===== src/rtl/id_operand_hazard.sv =====
// id_operand_hazard: decode-stage operand resolution with EX > MEM (> WB)
// forwarding, load-use hazard detection, branch resolution on forwarded
// operands, and the registered ID/EX pipeline register.
// Optional feature macro: ID_WB_FWD_EN (adds WB as third forwarding source).
module id_operand_hazard #(
  parameter int DATA_W   = 16,
  parameter int ADDR_W   = 16,
  parameter int REG_AW   = 4,
  parameter int ALUSEL_W = 3,
  parameter int ALUOP_W  = 8,
  parameter int CNT_W    = 16
) (
  input  logic                clk,
  input  logic                rst,
  input  logic                dec_valid,
  input  logic [ADDR_W-1:0]   dec_pc,
  input  logic [ALUSEL_W-1:0] dec_alusel,
  input  logic [ALUOP_W-1:0]  dec_aluop,
  input  logic                dec_re0,
  input  logic                dec_re1,
  input  logic [REG_AW-1:0]   dec_raddr0,
  input  logic [REG_AW-1:0]   dec_raddr1,
  input  logic [DATA_W-1:0]   dec_imm,
  input  logic                dec_imm_sel,
  input  logic                dec_we,
  input  logic [REG_AW-1:0]   dec_waddr,
  input  logic                dec_is_load,
  input  logic [2:0]          dec_br_type,
  input  logic [ADDR_W-1:0]   dec_br_off,
  input  logic [DATA_W-1:0]   rf_rdata0,
  input  logic [DATA_W-1:0]   rf_rdata1,
  input  logic                ex_we,
  input  logic [REG_AW-1:0]   ex_waddr,
  input  logic [DATA_W-1:0]   ex_wdata,
  input  logic                ex_is_load,
  input  logic                mem_we,
  input  logic [REG_AW-1:0]   mem_waddr,
  input  logic [DATA_W-1:0]   mem_wdata,
  input  logic                wb_we,
  input  logic [REG_AW-1:0]   wb_waddr,
  input  logic [DATA_W-1:0]   wb_wdata,
  input  logic                hold_i,
  input  logic                flush_i,
  output logic                stall_req_o,
  output logic                branch_flag_o,
  output logic [ADDR_W-1:0]   branch_addr_o,
  output logic                ex_valid_o,
  output logic [ALUSEL_W-1:0] ex_alusel_o,
  output logic [ALUOP_W-1:0]  ex_aluop_o,
  output logic [DATA_W-1:0]   ex_op0_o,
  output logic [DATA_W-1:0]   ex_op1_o,
  output logic                ex_we_o,
  output logic [REG_AW-1:0]   ex_waddr_o,
  output logic                ex_is_load_o,
  output logic [CNT_W-1:0]    stall_cnt_o
);

  typedef enum logic {RUN, LDSTALL} state_e;

  state_e state_q, state_d;

  logic                hazard;
  logic                stall_take;
  logic [DATA_W-1:0]   fwd0, fwd1, op1;
  logic [ADDR_W-1:0]   br_tgt;

  logic                valid_q, valid_d, we_q, we_d, is_load_q, is_load_d;
  logic [ALUSEL_W-1:0] alusel_q, alusel_d;
  logic [ALUOP_W-1:0]  aluop_q, aluop_d;
  logic [DATA_W-1:0]   op0_q, op0_d, op1_q, op1_d;
  logic [REG_AW-1:0]   waddr_q, waddr_d;
  logic [CNT_W-1:0]    cnt_q, cnt_d;

  function automatic logic [DATA_W-1:0] fwd_sel(
    input logic re, input logic [REG_AW-1:0] a, input logic [DATA_W-1:0] rf,
    input logic exw, input logic exl, input logic [REG_AW-1:0] exa,
    input logic [DATA_W-1:0] exd,
    input logic mw, input logic [REG_AW-1:0] ma, input logic [DATA_W-1:0] md,
    input logic ww, input logic [REG_AW-1:0] wa, input logic [DATA_W-1:0] wd);
    logic [DATA_W-1:0] r;
    r = rf;
    if (!re)                        r = '0;
    else if (exw && !exl && exa == a) r = exd;
    else if (mw && ma == a)         r = md;
`ifdef ID_WB_FWD_EN
    else if (ww && wa == a)         r = wd;
`endif
    return r;
  endfunction

`ifndef ID_WB_FWD_EN
  // WB data is ignored in this build; the register file writes through.
  logic unused_wb;
  assign unused_wb = ^{wb_we, wb_waddr, wb_wdata};
`endif

  // Operand forwarding and load-use hazard detection.
  always_comb begin
    fwd0 = fwd_sel(dec_re0, dec_raddr0, rf_rdata0, ex_we, ex_is_load, ex_waddr,
                   ex_wdata, mem_we, mem_waddr, mem_wdata, wb_we, wb_waddr, wb_wdata);
    fwd1 = fwd_sel(dec_re1, dec_raddr1, rf_rdata1, ex_we, ex_is_load, ex_waddr,
                   ex_wdata, mem_we, mem_waddr, mem_wdata, wb_we, wb_waddr, wb_wdata);
    op1  = dec_imm_sel ? dec_imm : fwd1;
    hazard = dec_valid && ex_we && ex_is_load &&
             ((dec_re0 && ex_waddr == dec_raddr0) ||
              (dec_re1 && ex_waddr == dec_raddr1));
    stall_take = hazard && !hold_i && !flush_i;
  end

  assign stall_req_o = hazard || hold_i;
  assign br_tgt      = dec_pc + dec_br_off;

  // Branch resolution against forwarded reg0.
  always_comb begin
    branch_flag_o = 1'b0;
    branch_addr_o = '0;
    if (dec_valid && !stall_req_o && !flush_i) begin
      case (dec_br_type)
        3'd1: begin branch_flag_o = 1'b1;          branch_addr_o = br_tgt; end
        3'd2: begin branch_flag_o = (fwd0 == '0);  branch_addr_o = br_tgt; end
        3'd3: begin branch_flag_o = (fwd0 != '0);  branch_addr_o = br_tgt; end
        3'd4: begin branch_flag_o = 1'b1;          branch_addr_o = fwd0[ADDR_W-1:0]; end
        default: ;
      endcase
    end
  end

  // Stall FSM next state.
  always_comb begin
    state_d = state_q;
    case (state_q)
      RUN:     if (stall_take) state_d = LDSTALL;
      LDSTALL: state_d = hazard ? LDSTALL : RUN;
      default: state_d = RUN;
    endcase
  end

  // ID/EX next state: flush > hold > bubble > load.
  always_comb begin
    valid_d   = valid_q;
    we_d      = we_q;
    is_load_d = is_load_q;
    alusel_d  = alusel_q;
    aluop_d   = aluop_q;
    op0_d     = op0_q;
    op1_d     = op1_q;
    waddr_d   = waddr_q;
    cnt_d     = (stall_take && cnt_q != '1) ? cnt_q + 1'b1 : cnt_q;
    if (flush_i || (!hold_i && hazard)) begin
      valid_d   = 1'b0;
      we_d      = 1'b0;
      is_load_d = 1'b0;
      alusel_d  = '0;
      aluop_d   = '0;
      op0_d     = '0;
      op1_d     = '0;
      waddr_d   = '0;
    end else if (!hold_i) begin
      valid_d   = dec_valid;
      we_d      = dec_we && dec_valid;
      is_load_d = dec_is_load;
      alusel_d  = dec_alusel;
      aluop_d   = dec_aluop;
      op0_d     = fwd0;
      op1_d     = op1;
      waddr_d   = dec_waddr;
    end
  end

  // State registers with synchronous active-low reset.
  always_ff @(posedge clk) begin
    if (!rst) begin
      state_q   <= RUN;
      valid_q   <= 1'b0;
      we_q      <= 1'b0;
      is_load_q <= 1'b0;
      alusel_q  <= '0;
      aluop_q   <= '0;
      op0_q     <= '0;
      op1_q     <= '0;
      waddr_q   <= '0;
      cnt_q     <= '0;
    end else begin
      state_q   <= state_d;
      valid_q   <= valid_d;
      we_q      <= we_d;
      is_load_q <= is_load_d;
      alusel_q  <= alusel_d;
      aluop_q   <= aluop_d;
      op0_q     <= op0_d;
      op1_q     <= op1_d;
      waddr_q   <= waddr_d;
      cnt_q     <= cnt_d;
    end
  end

  assign ex_valid_o   = valid_q;
  assign ex_we_o      = we_q;
  assign ex_is_load_o = is_load_q;
  assign ex_alusel_o  = alusel_q;
  assign ex_aluop_o   = aluop_q;
  assign ex_op0_o     = op0_q;
  assign ex_op1_o     = op1_q;
  assign ex_waddr_o   = waddr_q;
  assign stall_cnt_o  = cnt_q;

endmodule


===== config.mk =====
export PLATFORM = sky130hd
export DESIGN_NAME = id_operand_hazard
export DESIGN_NICKNAME = d
export VERILOG_FILES = /design/src/rtl/id_operand_hazard.sv
export SDC_FILE = /design/constraint.sdc
export NUM_CORES = 1
export LEC_CHECK = 0
export BUFFER_PORTS_ARGS = -buffer_cell sky130_fd_sc_hd__buf_2
export CAP_MARGIN = 10
export CELL_PAD_IN_SITES_DETAIL_PLACEMENT = 0
export CELL_PAD_IN_SITES_GLOBAL_PLACEMENT = 1
export CORE_MARGIN = 4
export CORE_UTILIZATION = 33
export DETAILED_ROUTE_END_ITERATION = 16
export HOLD_SLACK_MARGIN = 0.15
export PLACE_DENSITY = 0.82
export SLEW_MARGIN = 20
export SYNTH_ARGS = -nofsm -noshare
export SYNTH_HDL_FRONTEND = slang
export SYNTH_SLANG_ARGS = --single-unit

===== constraint.sdc =====
create_clock -name clk -period 3.65 [get_ports clk]
set_clock_uncertainty 0.15 [all_clocks]
set_input_delay 0.365 -clock clk [delete_from_list [all_inputs] [get_ports clk]]
set_output_delay 0.365 -clock clk [all_outputs]
set_load 0.005 [all_outputs]

### Word level (Yosys, flattened, before mapping)

Index checks and enable logic that the tools add are counted.

| storage, ports and cells | value |
|---|---|
| bits in registers | 66 |
| bits of input ports | 180 |
| output and inout port bits | 84 |
| logic and storage cells | 60 |

| cells by class | value |
|---|---|
| add/sub/neg operators | 2 |
| equal/unequal tests | 9 |
| multiplexer cells | 11 |
| bitwise gates (word level) | 1 |
| reductions and logical operators | 28 |

Operators with widths:

| cell | count |
|---|---|
| $mux 16 | 8 |
| $pmux 16 s2 | 1 |
| $add 16x1->16 const B | 1 |
| $add 16x16->16 | 1 |
| $eq 4x4->1 | 4 |
| $logic_and 1x1->1 | 16 |
| $logic_not 16->1 | 1 |
| $ne 16x16->1 const B | 1 |
| $reduce_bool 16->1 | 1 |
| $eq 3x2->1 const B | 2 |
| $logic_not 1->1 | 4 |
| $reduce_or 2->1 | 2 |
| $eq 3x1->1 const B | 1 |
| $eq 3x3->1 const B | 1 |
| $logic_or 1x1->1 | 3 |
| $pmux 1 s3 | 1 |
| $reduce_or 3->1 | 1 |
| $mux 1 | 1 |
| $not 1->1 | 1 |

### Longest topological paths before layout

| logic depth | value |
|---|---|
| depth in word-level cells | 9 |
| gate-level depth with buffers | 11 |
| mapped depth without buffers | 10 |

### Worst setup path after synthesis

No wires, ideal clock.

| timing | value |
|---|---|
| kind | input to output |
| from | input mem_waddr[3] |
| to | output branch_flag_o |
| arrival time | 2.106 ns |
| setup slack | 1.029 ns |
| stages on the path | 10 |
| path buffers | 2 |
| path through | xnor2_1 > and3_1 > clkbuf_1 > clkbuf_1 > nand3_1 > a311oi_1 > nor4_1 > nand3_1 > mux2i_1 > o211ai_1 |

| on the way | value |
|---|---|
| cells in the longest elaborated chain, start to end | 8 |
| elaborated cells between the ends (all ways) | 9 |

Ends and longest elaborated chain:

| item | line | RTL |
|---|---|---|
| start, declared | 37 | `input logic [REG_AW-1:0] mem_waddr,` |
| $eq 4x4->1 * | 84 | `else if (mw && ma == a) r = md;` |
| $logic_and 1x1->1 * | 84 |  |
| $mux 16 * | 84 |  |
| $mux 16 * | 83 | `else if (exw && !exl && exa == a) r = exd;` |
| $mux 16 * | 82 | `if (!re) r = '0;` |
| $reduce_bool 16->1 / $logic_not 16->1 (equally long branches) | 121, 120 |  |
| $pmux 1 s3 * | 118 | `case (dec_br_type)` |
| $mux 1 * | 117 | `if (dec_valid && !stall_req_o && !flush_i) begin` |
| end, declared | 45 | `output logic branch_flag_o,` |

Every way passes the cells marked *; elsewhere a longest branch is shown, timed or not.

### Final worst setup path

| timing | value |
|---|---|
| from | input mem_waddr[1] |
| to | output branch_flag_o |

Same word-level chain as after synthesis.

==> metrics.cfg <==
[run_status]
status = finished clean

[synth]
netlist.area_leader.share = 0.2822
synth_cells = 597
yosysMostFrequentCell = nor2_1
synth_top_family_by_area = simple AND/OR/NAND/NOR gates
synth_compound_area_frac = 0.1825
muxShareOfSynthArea = 0.1090
synthArstFlopShare = 0
synth_top_area_cell = dfxtp_1
synth_cell_types = 51
synth.ff_latch_count = 66
synthAdderAreaFrac = 0.04703
synthSimpleGateAreaFrac = 0.2579
synth_common_cells = nor2_1 (92), dfxtp_1 (66), mux2i_1 (51), a21oi_1 (45), nand2_1 (38)
syn-num-nets = 794
syn_area_sq_um = 4682
synth-edff-count = 0
syn_avg_cell_area_sq_um = 7.843
synth_ff_type = dfxtp_1
ys_seq_area_frac = 0.2822
synthXorXnorAreaFrac = 0.08044
ys_warn_count = 0
synthTopCellsByArea = dfxtp_1 (28%), mux2i_1 (11%), nor2_1 (7.4%)

[setup_path]
arrival_ns = 2.78
r2r-end = stall_cnt_o[6]
r2r_start = stall_cnt_o[3]
cp_top_family = simple AND/OR/NAND/NOR gates
slowest_delay_ns = 0.68
startpoint_type = primary input
cpMostUsedCell = buf_2
cpMaxStageDelayCell = a311oi_1
worstPathRequired_ns = 3.13
r2r_slack_ns = 1.08
crit_path_cell_trace = buf_2, xnor2_1, and2_1, nand3_1, a311oi_1, or4_1, nor4_1, mux2i_1, o211ai_1, buf_2
path_class = primary input to output port
worstPathMaxFanout = 15
worst_setup_path_end_kind = output port
reg2regPathDepth = 8
critical_path_buf_inv_count = 2

[worst_hold_path]
min-delay-start = dec_we
min_delay_path_depth = 5
hold_path.class = primary input to register
worstHoldEndpoint = ex_we_o

[route]
viasPerCell = 5.102
wl_per_cell_um = 17.35
detail-route-antenna-nets = 0
drt_iter0_markers = 250
routed_wirelength_um = 17890
drc = 0
vias = 5260
drt_first_pass_iters = 4

[cells_and_area]
drive_gt1_frac = 0.3400
fin_util = 0.4750
multi_input_comb_area_sq_um = 3187
finalNetCount = 1042
synthToLayoutAreaGrowth_pct = 40.83
seq_area_sq_um = 1321
design_area_sq_um = 6594
nFillCells = 1479

[sta]
setup_viol = 0
slew_headroom = 0.3691
slew_viol_final = 0
hold-worst-slack_ns = 0.2570
hold_violations = 0
timing.fmax_ghz = 0.3033
rsz0062_at_grt = false
min_period_ns = 3.297
worstMarginPinSlew_ns = 0.9463
setup_tns_ns = 0
min_period_over_period = 0.9032

[power]
combPwrFrac = 0.235
power.density_nw_per_um2 = 323.2
seqPwrFrac = 0.349
fin_total_pwr_w = 0.002131
clockPowerShare = 0.417
p_int_w = 0.001515
p_switching_w = 0.0006163
swShare = 0.2892
leakage_nw = 3.067
vdd.ir_drop.worst_mv = 0.1884

[floorplan]
die-area_sq_um = 16160
row_count = 43
fp.dieH_um = 127.1
fp.dieW_um = 127.1
boundaryPins = 264
initial_core_util = 0.3373
core_area_sq_um = 13880

[clock_tree]
cts_root_buffer = clkbuf_16
clock-sinks = 66
post_cts_buffers = 0
ctsResizeCount = 0
insertion_delay_ns = 0.32
numCtsBuffers = 9
cts.path.max_buffers = 2
cts_tree = done
path_clk_slew_ns = 0.06
htree_levels = 3

[grt]
overflow = 0
track_usage = 0.2105
grt_pass1_vias = 5116
grt_max_degree = 69
grt_pass1_wl_um = 26970
antenna_found_initial = 2

[place]
place_hpwl_um = 14130
port_buffers = 242
place_congestion = 0.8859
dpl_cell_area_sq_um = 6128

[flow_run]
cap_violations = 0

[worst register-to-register path, stage by stage, from the launching register on]
cell	delay, ns
dfxtp_1	0.42
and4_1	0.29
nand4_1	0.21
or3_1	0.42
nor3_2	0.27
or2_1	0.33
nor3_2	0.07
xor2_1	0.14
and2_1	0.16
[power by group through the flow]
stage | Combinational, W | Sequential [W] | Clock, W
after global routing | 0.000551 | 0.000744 | 0.000943
final | 0.000500 | 0.000743 | 0.000888
after global placement | 0.000481 | 0.000758 | 0
after CTS | 0.000498 | 0.000743 | 0.000911
after detailed placement | 0.000483 | 0.000759 | 0
after floorplan | 0.000276 | 0.000761 | 0
[sequential cells by signal, indices dropped and copies added (netlist names)]
register	cells
ex_aluop_o	8
ex_waddr_o	4
ex_valid_o	1
stall_cnt_o	16
ex_op0_o	16
ex_op1_o	16
ex_is_load_o	1
ex_alusel_o	3
ex_we_o	1
[worst max path at each step]
stage	from	to	depth (start not counted)
finish	mem_waddr[1]	branch_flag_o	10
global route	mem_waddr[1]	branch_flag_o	10
CTS	mem_waddr[1]	branch_flag_o	10
detailed placement	mem_waddr[1]	branch_flag_o	10
global placement	mem_waddr[1]	branch_flag_o	10
floorplan	mem_waddr[3]	branch_flag_o	10
[what timing repair did]
| item | in CTS | in global routing |
|---|---|---|
| endpoints found under the hold margin | 16 | 0 |
| endpoints found under the setup margin | 0 | 0 |
| hold buffers | 16 | 0 |
[cells in the final DEF, fill, tap and decap left out, types with 21 or more instances in the layout]
cell     instances
a21oi_1         45
buf_2          241
dfxtp_1         66
mux2i_1         51
nand2_1         38
nand3_1         31
nor2_1          92
nor3_1          21
o21ai_0         22
xnor2_1         25
[cell families (layout without fill, tap and decap cells)]
family	Yosys count	count (layout)
other	0	1
XOR/XNOR	43	43
AND/OR/NAND/NOR	242	242
adder cells (fa/ha/maj)	17	17
AO/OA/AOI/OAI	130	130
flip-flops	66	66
multiplexers	51	51
buffers and inverters	48	301
[layer usage]
layer / wire length, um / global-route usage / vias to the layer above
li1: - / - / 2639
met1: 7610 / 0.2585 / 2394
met2: 8676 / 0.3643 / 205
met3: 1306 / 0.05978 / 20
met4: 282 / 0.05110 / 2
met5: 13 / 0 / -
[stage by stage]
stage	instances	setup slack (ns)
6_report	1031	0.3532
5_1_grt	1031	0.2288
3_3_place_gp	998	0.4140
3_5_place_dp	998	0.4172
4_1_cts	1030	0.4096
2_1_floorplan	597	1.029
[final cells by class]
type	count	share of cell area
diodes	1	0.0003795
well taps	180	0.03416
inverters	9	0.005123
clock inverters	6	0.009677
multi-input cells	483	0.4833
repair buffers	276	0.2307
clock buffers	10	0.03624
flip-flops and latches	66	0.2004
(Power assumes the default switching activity.)
